### src/rtl/sipo_deserializer.sv
// Serial-in/parallel-out deserialiser with a configurable bit order, per-bit qualifier,
// a word-framing counter and a single-entry valid/ready output register with a sticky overrun flag.
module sipo_deserializer #(
    parameter int WIDTH     = 4,
    parameter bit MSB_FIRST = 1'b1
) (
    input  logic                     clk,
    input  logic                     reset,
    input  logic                     a_in,
    input  logic                     in_valid,
    input  logic                     clear,
    output logic [WIDTH-1:0]         p_out,
    output logic                     out_valid,
    input  logic                     out_ready,
    output logic                     overrun,
    output logic [$clog2(WIDTH)-1:0] bit_cnt
);

    localparam int               CNT_W    = $clog2(WIDTH);
    localparam logic [CNT_W-1:0] CNT_LAST = CNT_W'(WIDTH - 1);
    localparam logic [CNT_W-1:0] CNT_ONE  = CNT_W'(1);

    logic [WIDTH-1:0] sr_q,   sr_d;
    logic [CNT_W-1:0] cnt_q,  cnt_d;
    logic [WIDTH-1:0] pout_q, pout_d;
    logic             vld_q,  vld_d;
    logic             ovr_q,  ovr_d;

    logic [WIDTH-1:0] sr_shift;
    logic             drain;
    logic             word_done;

    generate
        if (MSB_FIRST) begin : g_msb_first
            assign sr_shift = {sr_q[WIDTH-2:0], a_in};
        end else begin : g_lsb_first
            assign sr_shift = {a_in, sr_q[WIDTH-1:1]};
        end
    endgenerate

    assign drain     = vld_q & out_ready;
    assign word_done = in_valid & (cnt_q == CNT_LAST);

    always_comb begin
        sr_d   = sr_q;
        cnt_d  = cnt_q;
        pout_d = pout_q;
        vld_d  = vld_q;
        ovr_d  = ovr_q;

        if (clear) begin
            sr_d   = '0;
            cnt_d  = '0;
            pout_d = '0;
            vld_d  = 1'b0;
            ovr_d  = 1'b0;
        end else begin
            if (in_valid) begin
                sr_d  = sr_shift;
                cnt_d = (cnt_q == CNT_LAST) ? '0 : cnt_q + CNT_ONE;
            end

            // A completed word may only land if the holding slot is empty or being emptied now.
            if (word_done) begin
                if (!vld_q || drain) begin
                    pout_d = sr_shift;
                    vld_d  = 1'b1;
                end else begin
                    ovr_d  = 1'b1;
                end
            end else if (drain) begin
                vld_d = 1'b0;
            end
        end
    end

    always_ff @(posedge clk or negedge reset) begin
        if (!reset) begin
            sr_q   <= '0;
            cnt_q  <= '0;
            pout_q <= '0;
            vld_q  <= 1'b0;
            ovr_q  <= 1'b0;
        end else begin
            sr_q   <= sr_d;
            cnt_q  <= cnt_d;
            pout_q <= pout_d;
            vld_q  <= vld_d;
            ovr_q  <= ovr_d;
        end
    end

    assign p_out     = pout_q;
    assign out_valid = vld_q;
    assign overrun   = ovr_q;
    assign bit_cnt   = cnt_q;

endmodule

### config.mk
export PLATFORM = sky130hd
export DESIGN_NAME = sipo_deserializer
export DESIGN_NICKNAME = d
export VERILOG_FILES = /design/src/rtl/sipo_deserializer.sv
export SDC_FILE = /design/constraint.sdc
export NUM_CORES = 1
export LEC_CHECK = 0
export ABC_AREA = 1
export CORE_AREA = 2 2 39 41
export CTS_CLUSTER_SIZE = 40
export DETAILED_ROUTE_END_ITERATION = 16
export DIE_AREA = 0 0 41 43
export PLACE_DENSITY = 0.69
export SLEW_MARGIN = 15
export SYNTH_ARGS = -nofsm -noshare
export SYNTH_HDL_FRONTEND = slang
export SYNTH_SLANG_ARGS = --single-unit
### constraint.sdc
create_clock -name clk -period 1.9 [get_ports clk]
set_clock_uncertainty 0.05 [all_clocks]
set_input_delay 0.38 -clock clk [delete_from_list [all_inputs] [get_ports clk]]
set_output_delay 0.38 -clock clk [all_outputs]
set_load 0.03 [all_outputs]
==> results summary <==
The run finished with clean final reports. The logic gate share of total power is 12.6%. The final hold violation count came to 0. In this run the biggest area consumer among cell types represents 58.67% of the synthesized area. Setup repair after global routing left no endpoint under its margin. Counting cells, the worst reg-to-reg path comes to 6. The final core utilization is 46.65%.

The count of nets left with antenna violations after detail routing came out at 0. The routability-driven placement congestion ratio came out at between 0.7 and 0.8. The worst-case headroom to the max-slew limit came out at about two thirds. The worst setup path is captured at an output pin.

The sum of routed wire segments on met1 is 391 µm. The via count of the first global-routing pass was about 390. Traced cell by cell, the critical path runs through clkdlybuf4s50_1. The endpoint of the worst-slack reg-to-reg timing path is p_out[0]$_DFFE_PN0P_. Prior to clock tree synthesis, the placed netlist has a worst setup slack of between 300 and 400 ps. The TritonCTS clock tree is yes. The most critical setup path has its endpoint at bit_cnt[0]. The final-report max-slew violation count came out at 0.

The residual overflow from global routing came out at 0. For this run, the top clock speed supported by timing is 561.4 MHz. The standard cell core area came out at between 0.001 and 0.0015 mm². The via count is ~390. The largest single stage delay on the critical path is 690 ps. The buffers inserted during post-CTS setup optimization is 0. The fraction of power spent switching nets came out at between 20% and 30%. The critical path in this run is classified as flip-flop to output pin.

The post-route netlist has under 10% of its cells at a drive strength greater than 1. The initial core utilization is around 34%. In this run, flip-flops and latches consume a little over half of the power. The fraction of registers with async set or reset after synthesis is 100.0%.

The mean post-synth cell area is roughly 9.4 µm². The clock tree buffer depth came out at 2. Once the clock tree was built, the resizer swapped 0 gates to a different size. The number of register bits inferred by synthesis is 11.

The highest fanout seen on the critical path is 3. The first global-routing pass estimated ~1.6 mm of wire. The filler cell count is between 100 and 150. The initial antenna violation count is 0. Counting tap cells, the placed design contains a total of between 70 and 80 instances. Of the synthesized area, sequential elements account for between 50% and 60%. STA puts the critical path data required time at between 1000 and 1500 ps. The layout overhead on the synthesized area is 37.60%. The floorplan has 14 rows.

The number of warnings issued by yosys came out at 0. The post-layout net count is 75. Entering global routing, the biggest net connects 12 pins. The sequential cells in the finished layout cover a total of 275.3 µm². The number of vias per cell after detailed routing is 4.735. The synthesized net count came out at 57.

The floorplan step set the die width to around 40 µm. The path class of the tightest hold or removal check is input pin to asynchronous set/reset pin. The count of pins on the block boundary came out at 14. The height of the die came out at about 43 µm.

The worst path needs approximately 1800 ps of the cycle, external delays included. The antenna diode instance count came out at 0. Setup violations remaining at the end of the flow were counted as 0.

The met2 routed wirelength came out at about 380 µm. Broken down by cell family, the worst path's largest delay share belongs to buffers and inverters. The overall fraction of global-route tracks in use is 13.60%.

The internal power came out at between 0.3 and 0.4 mW. The CTS H-tree depth came out at 1. The worst path buffer plus inverter count came out at 1. The number of flops mapped to enable cells by yosys is 0. The clock-pin slew on the worst setup and hold paths came out at approximately 70 ps.

The first-pass iteration count of the detailed router is 4. Buffers placed on the I/O ports in this run total 13. The count of max-cap constraint violations came out at 0.

The placed wire-length estimate is ~660 µm. In this run the static leakage power is approximately 0.31 nW. The power share of the clock group came out at roughly 34%. The setup check on the worst reg-to-reg path leaves a slack of approximately 750 ps. In this run the clock root is driven by a sky130_fd_sc_hd__clkbuf_4. The number of sinks handled by clock tree synthesis came out at 11. For this run, the leading register cell type out of synthesis is sky130_fd_sc_hd__dfrtp_1.

sky130_fd_sc_hd__dfrtp_1 takes more of the synthesized area than any other cell. The slowest stage cell on the critical path is sky130_fd_sc_hd__clkdlybuf4s50_1. The arrival time at the worst endpoint is about 1400 ps. The die covers around 0.0018 mm². In this run the number of cells on the critical path is 1. For this design, the CTS-stage hold fixing added 0 buffers. After synthesis, the cell types taking the most area are sky130_fd_sc_hd__dfrtp_1 (59%), sky130_fd_sc_hd__nand2_1 (10%), sky130_fd_sc_hd__nand3_1 (8.5%).

The number of CTS-inserted buffers is 3. The critical path startpoint is bit_cnt[0]$_DFFE_PN0P_. The DRC violations left is 0.

STA classifies the critical path startpoint as a flip-flop. The area of the multi-input gates came out at 171.4 µm². The wire length reported by the detailed router came out at 864 µm. The later-pin clock latency in the skew report is 270 ps.

The routed design uses about 47 µm of met3 wire. The number of library cell types mapped by synthesis is 13. In the post-synthesis netlist, the cell with the most instances is sky130_fd_sc_hd__nand2_1. The cell area after synthesis is approximately 470 µm².

By count the netlist is led by sky130_fd_sc_hd__nand2_1 (13), sky130_fd_sc_hd__dfrtp_1 (11), sky130_fd_sc_hd__nand3_1 (8), sky130_fd_sc_hd__inv_1 (6). The instance count of the mapped netlist is 50. In this run the power density over the cells is slightly above 700 mW/mm². The final routed wire length divided by cell count is about 10 µm. The transition time at the pin with the least slew margin is roughly 490 ps. The startpoint identified for the worst register-to-register timing path is bit_cnt[0]$_DFFE_PN0P_. The net switching power is between 0.1 and 0.15 mW.

After the flow finishes, the layout carries non-filler instances totaling between 80 and 90. The final setup slack of the worst path came out at ~120 ps. The iteration-0 DRC count of the detailed router is 6.

The maximum ir drop on the vdd rail came out at ~0.31 mV. The post-route setup TNS came out at 0 ps. The final critical-path share of the clock period came out at a little over nine tenths. The highest metal layer carrying signal wires in the routed design is met4.
## area by class of cell
type | count | area share (%)
clock buffer | 4 | 4.070
multi-input combinational | 33 | 26.55
sequential | 11 | 42.64
timing repair buffer | 13 | 20.16
inverter | 6 | 3.488
tap | 16 | 3.101
## layout by cell type (no fill, tap or decap)
master	netlist	routed
sky130_fd_sc_hd__a21oi_1	1	1
sky130_fd_sc_hd__clkbuf_1	0	1
sky130_fd_sc_hd__clkbuf_4	0	3
sky130_fd_sc_hd__clkdlybuf4s50_1	0	13
sky130_fd_sc_hd__dfrtp_1	11	11
sky130_fd_sc_hd__ha_1	1	1
sky130_fd_sc_hd__inv_1	6	6
sky130_fd_sc_hd__nand2_1	13	13
sky130_fd_sc_hd__nand2_2	2	2
sky130_fd_sc_hd__nand3_1	8	8
sky130_fd_sc_hd__nor2_1	1	1
sky130_fd_sc_hd__nor2_4	1	1
sky130_fd_sc_hd__o21ai_0	2	2
sky130_fd_sc_hd__o22ai_1	2	2
sky130_fd_sc_hd__or2_1	1	1
sky130_fd_sc_hd__xnor2_1	1	1
## per-layer routing
metal	vias up	GRT usage, %
li1	196	-
met1	178	15.67
met2	14	19.69
met3	5	3.141
met4	0	12.00
met5	-	0
## power by group through the flow
stage | sequential, mW | combinational (mW) | clock, mW
3_5_place_dp | 0.251 | 0.0587 | 0
5_1_grt | 0.247 | 0.0650 | 0.185
2_1_floorplan | 0.259 | 0.0183 | 0
3_3_place_gp | 0.251 | 0.0580 | 0
6_report | 0.246 | 0.0583 | 0.159
4_1_cts | 0.246 | 0.0594 | 0.166
## kinds of logic after synthesis
kind of cell,count (synthesis),share of synthesized area [%]
xor+xnor,1,1.867
flops,11,58.67
fa+ha+maj,1,2.666
compound gates,5,5.865
simple gates,26,26.13
buf+inv,6,4.800
## sequential cells by signal (all words and copies together) (netlist names)
| signal | count |
|---|---|
| p_out | 4 |
| sr_q | 3 |
| bit_cnt | 2 |
| out_valid | 1 |
| overrun | 1 |
## worst min-delay path by stage
stage               slack, ps  depth (start not counted)                  from                     end
floorplan                  30                          0                 reset  bit_cnt[0]$_DFFE_PN0P_
CTS                       400                          1                 reset     overrun$_DFFE_PN0P_
global route              420                          1                 reset     overrun$_DFFE_PN0P_
global placement          400                          2  p_out[1]$_DFFE_PN0P_    p_out[1]$_DFFE_PN0P_
detailed placement        410                          2  p_out[1]$_DFFE_PN0P_    p_out[1]$_DFFE_PN0P_
finish                    390                          1                 reset     overrun$_DFFE_PN0P_
## per-stage QoR
stage	area (µm²)	hold WS [ps]	power, mW
after floorplan	469.2	34.41	0.2776
after global placement	619.3	404.8	0.3085
after detailed placement	619.3	409.3	0.3096
after CTS	645.6	402.7	0.4716
after global routing	645.6	415.6	0.4969
final	645.6	388.0	0.4638
No activity file was read; power rests on OpenSTA's default activity.
